## config.mk

```make
export PLATFORM = sky130hd
export DESIGN_NAME = hier_chain_stage
export DESIGN_NICKNAME = d
export VERILOG_FILES = /design/src/rtl/hier_chain_stage.sv
export SDC_FILE = /design/constraint.sdc
export NUM_CORES = 1
export LEC_CHECK = 0
export CORE_MARGIN = 3
export CORE_UTILIZATION = 49
export DETAILED_ROUTE_END_ITERATION = 8
export GPL_ROUTABILITY_DRIVEN = 0
export PLACE_DENSITY = 0.8
export SLEW_MARGIN = 10
export SYNTH_ARGS = -nofsm -noshare
export SYNTH_HDL_FRONTEND = slang
export SYNTH_SLANG_ARGS = --single-unit
```

## constraint.sdc

```tcl
create_clock -name clk -period 2.1 [get_ports clk]
set_clock_uncertainty 0.1 [all_clocks]
set_input_delay 0.21 -clock clk [delete_from_list [all_inputs] [get_ports clk]]
set_output_delay 0.21 -clock clk [all_outputs]
set_load 0.02 [all_outputs]
```

## src/rtl/hier_chain_stage.sv

```systemverilog
// Ready/valid pipeline stage with one main and one skid register, used as the leaf of a daisy chain.
// Each accepted beat gets its hop count bumped (saturating), this stage's ID stamped, and a hop-limit flag.
module hier_chain_stage #(
  parameter int DATA_W   = 16,
  parameter int STAGE_ID = 0,
  parameter int MAX_HOPS = 15
) (
  input  logic              clk,
  input  logic              rst_n,
  input  logic              s_valid,
  output logic              s_ready,
  input  logic [DATA_W-1:0] s_data,
  input  logic [3:0]        s_hops,
  input  logic              s_err,
  output logic              m_valid,
  input  logic              m_ready,
  output logic [DATA_W-1:0] m_data,
  output logic [3:0]        m_hops,
  output logic [3:0]        m_last_id,
  output logic              m_err,
  output logic [15:0]       acc_count
);

  localparam logic [3:0] STAGE_ID_L = 4'(STAGE_ID);
  localparam logic [3:0] MAX_HOPS_L = 4'(MAX_HOPS);

  typedef enum logic [1:0] {ST_EMPTY, ST_ONE, ST_TWO} state_t;

  typedef struct packed {
    logic [DATA_W-1:0] data;
    logic [3:0]        hops;
    logic [3:0]        last_id;
    logic              err;
  } beat_t;

  state_t      state_q, state_d;
  beat_t       main_q, main_d;
  beat_t       skid_q, skid_d;
  beat_t       in_beat;
  logic        s_ready_q, s_ready_d;
  logic        m_valid_q, m_valid_d;
  logic [15:0] acc_q, acc_d;
  logic        accept;
  logic        emit;

  assign accept = s_valid && s_ready_q;
  assign emit   = m_valid_q && m_ready;

  always_comb begin
    in_beat.data    = s_data;
    in_beat.hops    = (s_hops == 4'hF) ? 4'hF : s_hops + 4'd1;
    in_beat.last_id = STAGE_ID_L;
    in_beat.err     = s_err | (s_hops >= MAX_HOPS_L);
  end

  always_comb begin
    state_d = state_q;
    main_d  = main_q;
    skid_d  = skid_q;
    case (state_q)
      ST_EMPTY: begin
        if (accept) begin
          main_d  = in_beat;
          state_d = ST_ONE;
        end
      end
      ST_ONE: begin
        if (accept && emit) begin
          main_d = in_beat;
        end else if (accept) begin
          skid_d  = in_beat;
          state_d = ST_TWO;
        end else if (emit) begin
          state_d = ST_EMPTY;
        end
      end
      ST_TWO: begin
        // s_ready is low here, so upstream cannot be accepted; only drain skid.
        if (emit) begin
          main_d  = skid_q;
          state_d = ST_ONE;
        end
      end
      default: state_d = ST_EMPTY;
    endcase
    // Handshake outputs are registered from the next state so neither depends on m_ready combinationally.
    s_ready_d = (state_d != ST_TWO);
    m_valid_d = (state_d != ST_EMPTY);
    acc_d     = acc_q + 16'(accept);
  end

  always_ff @(posedge clk or negedge rst_n) begin
    if (!rst_n) begin
      state_q   <= ST_EMPTY;
      main_q    <= '0;
      skid_q    <= '0;
      s_ready_q <= 1'b1;
      m_valid_q <= 1'b0;
      acc_q     <= '0;
    end else begin
      state_q   <= state_d;
      main_q    <= main_d;
      skid_q    <= skid_d;
      s_ready_q <= s_ready_d;
      m_valid_q <= m_valid_d;
      acc_q     <= acc_d;
    end
  end

  assign s_ready   = s_ready_q;
  assign m_valid   = m_valid_q;
  assign m_data    = main_q.data;
  assign m_hops    = main_q.hops;
  assign m_last_id = main_q.last_id;
  assign m_err     = main_q.err;
  assign acc_count = acc_q;

endmodule

```

==> impl_metrics.ini <==
[status]
status = finished clean

[grt]
grt_max_degree = 63
first_global_vias = 1998
grt_overflow = 0
antenna_found_initial = 0
track_usage_pct = 19.3
grt_pass1_wl_um = 9370

[routing]
ant_nets = 0
drc_errors = 0
postRouteWirelength_um = 5630
first_iter_violations = 136
dr.pass1.iters = 4
wl_per_cell_um = 14.2
vias = 2068
via_per_inst = 5.21

[yosys]
synth_edf_count = 0
syn-mean-instance-area_um2 = 10.8
synth.yosys.warnings = 0
synth_area_mm2 = 0.00274
synth_simple_gate_area_share_pct = 15.7
synth-compound-area-share_pct = 10.1
yosys.area_share.adder_pct = 1.37
yosys.area.top_type = dfrtp_1
synth_seq_cells = 62
synthXorXnorAreaFrac_pct = 4.48
synth_top_family_by_area = simple AND/OR/NAND/NOR gates
synth.area.top_cells = dfrtp_1, nand2_1, mux2_2
async_flop_share_pct = 100
synthDistinctLibCells = 37
synth_cells = 254
synth_ff_type = dfrtp_1
yosysTopAreaCellShare_pct = 55.8
ys_seq_area_share_pct = 56.8
muxShareOfSynthArea_pct = 7.00

[sta]
setup_tns_ns = 0
finalHoldViolations = 0
fin_crit_ns = 1.86
finalCritPeriodShare_pct = 88.5
grt_setup_unrepaired = no
slew_violations = 0
setup_viol = 0
fmax_mhz = 538

[setup_path]
arrival_ns = 1.97
path_class = reg2reg
cp_num_buf_inv = 1
cp_max_fo = 4
critical-path-top-delay-family = flip-flops
crit_chain = nand2_1, inv_1, ha_1, ha_1, and2_1, nand3_1, xnor2_1
cp.required_ns = 2.21
cp-end-kind = flip-flop
slowest_stage = dfstp_2
r2r_start = s_ready
start_kind = flip-flop
cpMostUsedCell = ha_1
r2r-end = acc_count[14]
cp_slowest_stage_delay_ns = 0.54
rrSetupSlack_ns = 0.24
rr_worst_depth = 7

[cts]
root_buffer = clkbuf_8
clock-sinks = 62
htreeDepth = 3
cts_resized = 0
clkTransAtPathRegs_ns = 0.06
cts_buffers = 9
clock_path_buffers = 2
cts_tree = done
clk-insertion-delay-late_ns = 0.33

[final_layout]
drive_gt1_share_pct = 11.3
syn2layout_area_growth_pct = 31.1
fin_nets = 351
fin_cells = 397
fill_cells = 408
antenna_cells = 0

[floorplanning]
row_count = 26
dieArea_mm2 = 0.00651
start_util_pct = 52.2
fp.dieH_um = 80.7
fp.dieW_um = 80.7
core_region_area_mm2 = 0.00524
num_io_pins = 68

[flow_run]
maxCapViolations = 0

[pwr]
p_per_area_mw_per_mm2 = 1380
p_leak_nw = 1.55
finalPower_mw = 4.94
ir_drop_uv = 829

[place]
dp_hpwl_um = 3940
placed_cells = 381
port_buffers = 63

[min_path]
hold_class = in2async
==> final cells by class <==
| cell class | count | area (um2) | share of cell area [%] |
|---|---|---|---|
| tap | 70 | 87.6 | 2.44 |
| multi-input combinational | 177 | 1070 | 29.9 |
| inverter | 3 | 11.3 | 0.314 |
| clock buffer | 14 | 163 | 4.54 |
| clock inverter | 1 | 5.00 | 0.140 |
| sequential | 62 | 1550 | 43.3 |
| timing repair buffer | 70 | 693 | 19.3 |
==> worst register-to-register path, delay by kind of cell (launching register included) <==
family	cells	cell delay, ns
DFF	1	0.54
and+or+nand+nor	3	0.43
adders and majority gates	2	0.40
xor gates and xnor gates	1	0.16
buffers and inverters	1	0.11
==> report_power, final <==
group / internal [mW] / switching [mW] / total (mW) / leakage (nW)
clock: 0.486 / 0.426 / 0.913 / 0.0865
sequential: 1.70 / 0.327 / 2.03 / 0.737
combinational: 0.984 / 1.02 / 2.00 / 0.722
==> metrics by stage <==
| stage | worst slack [ns] | hold WS, ns | utilization [%] | instance area, um2 |
|---|---|---|---|---|
| 6_report | 0.242 | 0.308 | 68.4 | 3580 |
| 5_1_grt | 0.124 | 0.322 | 68.4 | 3580 |
| 4_1_cts | 0.223 | 0.320 | 68.4 | 3580 |
| 3_5_place_dp | 0.0633 | 0.146 | 65.1 | 3410 |
| 3_3_place_gp | 0.160 | 0.144 | 65.1 | 3410 |
| 2_1_floorplan | 0.262 | -0.186 | - | 2750 |
==> logic make-up (layout without fill, tap and decap cells) <==
family | count (synthesis) | count (layout)
AOI/OAI and AO/OA | 40 | 40
xor gates and xnor gates | 14 | 14
adders and majority gates | 3 | 3
buffers and inverters | 18 | 88
DFF | 62 | 62
muxes | 17 | 17
other | 1 | 4
and+or+nand+nor | 99 | 99
==> worst max path at each step <==
stage / startpoint / to / slack (ns) / cells after the start
3_5_place_dp: s_valid / acc_count[14] / 0.06 / 8
4_1_cts: s_ready / acc_count[14] / 0.22 / 7
3_3_place_gp: s_valid / acc_count[14] / 0.16 / 8
2_1_floorplan: s_ready / acc_count[8] / 0.26 / 7
6_report: s_ready / acc_count[14] / 0.24 / 7
5_1_grt: s_ready / acc_count[14] / 0.12 / 7
==> synthesized netlist by cell type (3+ instances only) <==
cell,number
xnor2_1,11
nor3_1,3
inv_1,3
dfrtp_1,61
a21oi_1,4
ha_1,3
buf_2,4
mux2_2,14
buf_6,4
o21ai_0,8
nand2_1,51
buf_4,5
a31oi_1,20
xor2_1,3
nand3_1,11
nor2_1,23
mux2_1,3
==> sequential cells by signal (all words and copies together), names as in the netlist <==
register / cells
m_valid: 1
acc_count: 16
skid_q: 21
m_err: 1
m_data: 16
m_hops: 4
s_ready: 1
state_q: 2
==> layer usage <==
| metal | part of all wire (%) | global-route usage (%) | vias to the layer above |
|---|---|---|---|
| met5 | 0 | 0 | - |
| met2 | 50 | 31.2 | 57 |
| met4 | 1.9 | 10.1 | 0 |
| met3 | 4.5 | 4.71 | 8 |
| met1 | 43 | 24.1 | 1000 |
| li1 | - | - | 1003 |
==> what timing repair did <==
| action | CTS | global route |
|---|---|---|
| hold buffers | 1 | 0 |
| hold endpoints to repair | 61 | 0 |
| setup buffers | 0 | 0 |
| setup endpoints to repair | 0 | 0 |
==> placed cells by master, fill, tap and decap left out, types with 8 or more instances in the layout <==
cell type,instances
dfrtp_1,61
o21ai_0,8
a31oi_1,20
clkbuf_8,11
clkdlybuf4s50_1,62
nand3_1,11
nor2_1,23
mux2_2,14
xnor2_1,11
nand2_1,51
Note: power is estimated with default switching activity, not from simulation.
